## src/rtl/serial_word_feeder.sv

```systemverilog
// Parallel-to-serial feeder: accepts a WIDTH-bit word over valid/ready and emits it one bit per clock.
// Optional even-parity trailer bit when SERIAL_WORD_FEEDER_PARITY_EN is defined.
module serial_word_feeder #(
  parameter int WIDTH     = 8,
  parameter int MSB_FIRST = 1,
  parameter bit IDLE_LVL  = 1'b0
) (
  input  logic             clk,
  input  logic             rst_n,
  input  logic [WIDTH-1:0] in_data,
  input  logic             in_valid,
  output logic             in_ready,
  output logic             ser_out,
  output logic             ser_valid,
  output logic             frame_done
);

  localparam int CW = $clog2(WIDTH + 1);

  typedef enum logic [1:0] {
    IDLE  = 2'd0,
    SHIFT = 2'd1
`ifdef SERIAL_WORD_FEEDER_PARITY_EN
    , PARITY = 2'd2
`endif
  } state_t;

  state_t           state_q, state_d;
  logic [WIDTH-1:0] shreg_q, shreg_d;
  logic [CW-1:0]    cnt_q, cnt_d;
  logic             ser_out_q, ser_out_d;
  logic             ser_valid_q, ser_valid_d;
  logic             frame_done_q, frame_done_d;
  logic             last_bit;
  logic             accept;
`ifdef SERIAL_WORD_FEEDER_PARITY_EN
  logic             parity_q, parity_d;
`endif

  always_comb begin
`ifdef SERIAL_WORD_FEEDER_PARITY_EN
    last_bit = (state_q == PARITY);
`else
    last_bit = (state_q == SHIFT) && (cnt_q == '0);
`endif
    in_ready = (state_q == IDLE) | last_bit;
    accept   = in_valid & in_ready;
  end

  always_comb begin
    state_d = state_q;
    shreg_d = shreg_q;
    cnt_d   = cnt_q;
`ifdef SERIAL_WORD_FEEDER_PARITY_EN
    parity_d = parity_q;
`endif

    case (state_q)
      SHIFT: begin
        if (MSB_FIRST != 0) shreg_d = {shreg_q[WIDTH-2:0], 1'b0};
        else                shreg_d = {1'b0, shreg_q[WIDTH-1:1]};
        if (cnt_q != '0) begin
          cnt_d = cnt_q - CW'(1);
        end else begin
`ifdef SERIAL_WORD_FEEDER_PARITY_EN
          state_d = PARITY;
`else
          state_d = IDLE;
`endif
        end
      end
`ifdef SERIAL_WORD_FEEDER_PARITY_EN
      PARITY: state_d = IDLE;
`endif
      default: ;
    endcase

    // A load on the final bit overrides the return to IDLE, giving gapless streaming.
    if (accept) begin
      state_d = SHIFT;
      shreg_d = in_data;
      cnt_d   = CW'(WIDTH - 1);
`ifdef SERIAL_WORD_FEEDER_PARITY_EN
      parity_d = ^in_data;
`endif
    end
  end

  // Outputs are derived from next-state so they can be registered without adding latency.
  always_comb begin
    ser_out_d = IDLE_LVL;
    if (state_d == SHIFT) begin
      ser_out_d = (MSB_FIRST != 0) ? shreg_d[WIDTH-1] : shreg_d[0];
    end
`ifdef SERIAL_WORD_FEEDER_PARITY_EN
    else if (state_d == PARITY) begin
      ser_out_d = parity_d;
    end
`endif
    ser_valid_d = (state_d != IDLE);
`ifdef SERIAL_WORD_FEEDER_PARITY_EN
    frame_done_d = (state_d == PARITY);
`else
    frame_done_d = (state_d == SHIFT) && (cnt_d == '0);
`endif
  end

  always_ff @(posedge clk or negedge rst_n) begin
    if (!rst_n) begin
      state_q      <= IDLE;
      shreg_q      <= '0;
      cnt_q        <= '0;
      ser_out_q    <= IDLE_LVL;
      ser_valid_q  <= 1'b0;
      frame_done_q <= 1'b0;
`ifdef SERIAL_WORD_FEEDER_PARITY_EN
      parity_q     <= 1'b0;
`endif
    end else begin
      state_q      <= state_d;
      shreg_q      <= shreg_d;
      cnt_q        <= cnt_d;
      ser_out_q    <= ser_out_d;
      ser_valid_q  <= ser_valid_d;
      frame_done_q <= frame_done_d;
`ifdef SERIAL_WORD_FEEDER_PARITY_EN
      parity_q     <= parity_d;
`endif
    end
  end

  assign ser_out    = ser_out_q;
  assign ser_valid  = ser_valid_q;
  assign frame_done = frame_done_q;

endmodule

```

## config.mk

```make
export PLATFORM = sky130hd
export DESIGN_NAME = serial_word_feeder
export DESIGN_NICKNAME = d
export VERILOG_FILES = /design/src/rtl/serial_word_feeder.sv
export SDC_FILE = /design/constraint.sdc
export NUM_CORES = 1
export LEC_CHECK = 0
export BUFFER_PORTS_ARGS = -buffer_cell sky130_fd_sc_hd__buf_2
export CORE_ASPECT_RATIO = 1.75
export CORE_MARGIN = 5
export CORE_UTILIZATION = 30
export CTS_BUF_LIST = sky130_fd_sc_hd__clkbuf_4 sky130_fd_sc_hd__clkbuf_8
export DETAILED_ROUTE_END_ITERATION = 8
export GPL_ROUTABILITY_DRIVEN = 1
export GPL_TIMING_DRIVEN = 0
export PLACE_DENSITY = 0.52
export SLEW_MARGIN = 20
export SYNTH_ARGS = -nofsm -noshare
export SYNTH_HDL_FRONTEND = slang
export SYNTH_SLANG_ARGS = --single-unit
```

## constraint.sdc

```tcl
create_clock -name clk -period 2.8 [get_ports clk]
set_clock_uncertainty 0.2 [all_clocks]
set_input_delay 0.56 -clock clk [delete_from_list [all_inputs] [get_ports clk]]
set_output_delay 0.56 -clock clk [all_outputs]
set_load 0.02 [all_outputs]
```

-- Word-level counts from Yosys, hierarchy flattened
Cells that the tools add are included.
- add/sub/neg operators: 1
- eq/ne operators: 2
- muxes and demuxes: 9
- bitwise operators: 2
- reductions and logical operators: 8
- operators with widths (cell ; count):
    $mux W8 ; 2
    $mux W4 ; 3
    $logic_not A4 Y1 ; 2
    $mux W2 ; 3
    $eq A2 B1 Y1 const B ; 2
    $reduce_bool A2 Y1 ; 2
    $reduce_bool A4 Y1 ; 1
    $sub A4 B1 Y4 const B ; 1
    $logic_and A1 B1 Y1 ; 2
    $logic_not A2 Y1 ; 1
    $and A1 B1 Y1 ; 1
    $mux W1 ; 1
    $or A1 B1 Y1 ; 1
- flip-flop bits (word level): 17
- output and inout port bits: 4
- word-level logic and storage cells: 29

-- Longest topological paths before layout
- depth in word-level cells: 7
- depth in mapped cells: 7
- mapped depth without buffers: 5

-- Least setup slack after synthesis
OpenSTA, ideal clock, no wires.
- path type: flip-flop to output port
- start: reg cnt_q[0]
- end: out in_ready
- arrival time: 1.625 ns
- data required time: 2.040 ns
- setup slack: 0.415 ns
- stages on the path, launching flop included: 6
- path buffers: 1
- cells stage by stage: dfrtp_1 inv_1 ha_1 or3b_1 buf_6 a21oi_1
- cells in the longest elaborated chain, start to end: 3
- ends and longest elaborated chain (what ; RTL line ; text):
    start, declared ; 30 ; logic [CW-1:0] cnt_q, cnt_d;
    start signal, assigned ; 122 ; cnt_q <= cnt_d;
    $logic_not A4 Y1 ; 44 ; last_bit = (state_q == SHIFT) && (cnt_q == '0);
    $logic_and A1 B1 Y1 ; 44 ;
    $or A1 B1 Y1 ; 46 ; in_ready = (state_q == IDLE) | last_bit;
    end, declared ; 12 ; output logic in_ready,
No other way between the ends.

-- Final worst setup path
Ends and elaborated chain as after synthesis.

==> run metrics <==
Clock Pin Slew Worst Setup and Hold Paths around 0.06 ns; M1 WL ~580 um; crit path max-delay cell type dfrtp_1; die span in y about 81 um; Sw Ratio roughly a third; clock buffer count from CTS 3; final setup violation count 0; number of library cell types mapped by synthesis 28; CP startpoint cnt_q[0]$_DFF_PN0_; register area share after synthesis between 40% and 50%; largest net degree at the start of global routing 17; total routed wirelength 1.573 mm; Worst setup SP type flip-flop; layout cell share with drive strength beyond 1 between 40% and 50%; Detail Route Antenna Nets 0; crit share post-route ~94%; setup TNS 0 ns; Arr. time, crit path roughly 1.9 ns; Layout fillers around 290; overall routing resource usage 8.712%; power per cell area 1047 nW/um^2; RR Startpoint cnt_q[0]$_DFF_PN0_; Max rail drop VDD about 0.41 mV; Die X 50.58 um; clk_lat worst skew around 0.25 ns; static leakage roughly 0.48 nW; internal power just over 0.7 mW; critical path capture point type output port; Mapped Area 864.6 um^2; cell row count 25; # IOs 15; Worst-Margin Slew between 0.6 and 0.7 ns; final slew viol count 0; CTS tree done; RePlAce Congestion between 0.6 and 0.7; WL per Instance 13.33 um; Top Family by Delay on Critical Path buffers and inverters; Final Net Count 104; total power 1.081 mW; critical path endpoint in_ready; critical path fanouts, max 8; Worst Path Required 2.04 ns; Post-synth EDFFs 0; H-tree depth 1; WP buf/inv 3; initial core utilization 31.41%; WP depth 6; number of setup buffers added after CTS 0; Slew HR between 50 and 60%; DR DRC count 0; Synth Register Bits 16; Vias/cell ~5; DR iter-0 viols 28; vias between 500 and 600; DIE AREA around 4100 um^2; Cells after Synth 73; WL met2 around 870 um; placeable core area 2753 um^2; Remaining Overflow, GRT 0; CTS Root Cell clkbuf_8; Port Buf Inserts 14; Max Cap Viol 0; Clock Path Buffers 2; initial antenna violation count 0; Post-synth ARST share 100.0%; most common cell after layout, fill and taps aside dfrtp_1; Ant. Diodes 0; worst reg2reg path depth 7; Flop pwr share between 30% and 40%; RSZ-0062 raised after global routing no; syn nets between 80 and 90; Post-CTS Hold Buffers 0; post-CTS resize count 0; Layout Area Growth over Synthesis 19.39%; uppermost routed layer met4; First-pass DRT Iterations 4; P_sw 0.3682 mW; Gate power share between 40% and 50%; average size of a mapped cell 11.84 um^2; WS Path Type flip-flop to output port; Synth Flop Type dfrtp_1; clock power share between 10% and 20%; Final Critical Period between 2 and 3 ns; met3 WL post-DR 77 um; Synth Warn # 0; reg2reg end shreg_q[5]$_DFFE_PN0P_; first-pass GRT wire length between 2 and 3 mm; CP Cell Sequence inv_1 > ha_2 > or3b_1 > buf_6 > a21oi_2 > buf_4; R2R setup slack 0.54 ns; Hold Path Class input pin to async pin; max incr delay on CP around 0.42 ns; most frequent cells in the layout 16 x dfrtp_1, 14 x buf_2, 7 x mux2_2; FMAX between 300 and 400 MHz; vias in the first global route slightly above 600; Num Clock Sinks 16; HPWL after detailed placement approximately 1.2 mm; final hold vios 0; status finished, final reports clean
-- worst min-delay path by stage --
stage	end	slack, ns
CTS	cnt_q[0]$_DFF_PN0_	0.03
floorplan	cnt_q[0]$_DFF_PN0_	0.06
detailed placement	ser_valid$_DFF_PN0_	0.30
global placement	ser_valid$_DFF_PN0_	0.31
global route	cnt_q[0]$_DFF_PN0_	0.04
finish	frame_done$_DFF_PN0_	0.01
-- sequential cells by signal (all words and copies together) (netlist names) --
register	flops
ser_valid	1
ser_out	1
cnt_q	4
state_q	2
shreg_q	7
frame_done	1
-- power by group through the flow --
stage	Combinational [mW]	Clock (mW)	Sequential, mW
after floorplan	0.375	0	0.392
after global placement	0.477	0	0.385
after detailed placement	0.488	0	0.387
after CTS	0.490	0.212	0.382
after global routing	0.543	0.221	0.400
final	0.493	0.205	0.382
-- synthesized netlist by cell type (3+ instances only) --
library cell / n / area [um^2]
a21oi_1: 4 / 20.02
mux2_4: 5 / 75.07
mux2_2: 7 / 78.83
inv_1: 3 / 11.26
nand2b_1: 3 / 18.77
nand2_1: 5 / 18.77
nand3_1: 4 / 20.02
dfrtp_1: 16 / 400.4
-- cells by family after synthesis --
| kind of cell | Yosys count | share of synthesized area, % |
|---|---|---|
| and+or+nand+nor | 22 | 15.34 |
| DFF | 16 | 46.31 |
| muxes | 14 | 20.12 |
| AOI/OAI and AO/OA | 12 | 10.42 |
| buffers and inverters | 8 | 6.367 |
| adders and majority gates | 1 | 1.447 |
-- metal layers --
| metal | global-route usage [%] | up-vias |
|---|---|---|
| met4 | 7.161 | 0 |
| met3 | 1.835 | 4 |
| met5 | 0 | - |
| met2 | 15.17 | 15 |
| li1 | - | 295 |
| met1 | 8.467 | 278 |
-- layout make-up --
cell class / instances / area [um^2] / area share, %
tap: 27 / 33.78 / 3.273
inverter: 3 / 11.26 / 1.091
sequential: 16 / 400.4 / 38.79
clock buffer: 4 / 55.05 / 5.333
buffer: 5 / 43.79 / 4.242
multi-input combinational: 49 / 415.4 / 40.24
timing repair buffer: 14 / 72.57 / 7.030
-- worst reg2reg max path, stage by stage (launching register included) --
cell	delay, ns
dfrtp_1	0.42
inv_1	0.12
ha_2	0.24
or3b_1	0.37
buf_6	0.15
a21oi_4	0.19
buf_12	0.16
mux2_4	0.29
-- through the flow --
stage,setup slack [ns],hold slack (ns),cells,cell area (um^2),utilization (%)
after CTS,0.05406,0.03251,118,1023,37.18
after floorplan,0.4146,0.06441,73,864.6,-
after global routing,0.04104,0.04324,118,1032,37.50
after global placement,0.3725,0.3051,114,968.4,35.18
final,0.1673,0.01390,118,1032,37.50
after detailed placement,0.3373,0.3047,114,968.4,35.18
No activity file was read; power rests on OpenSTA's default activity.
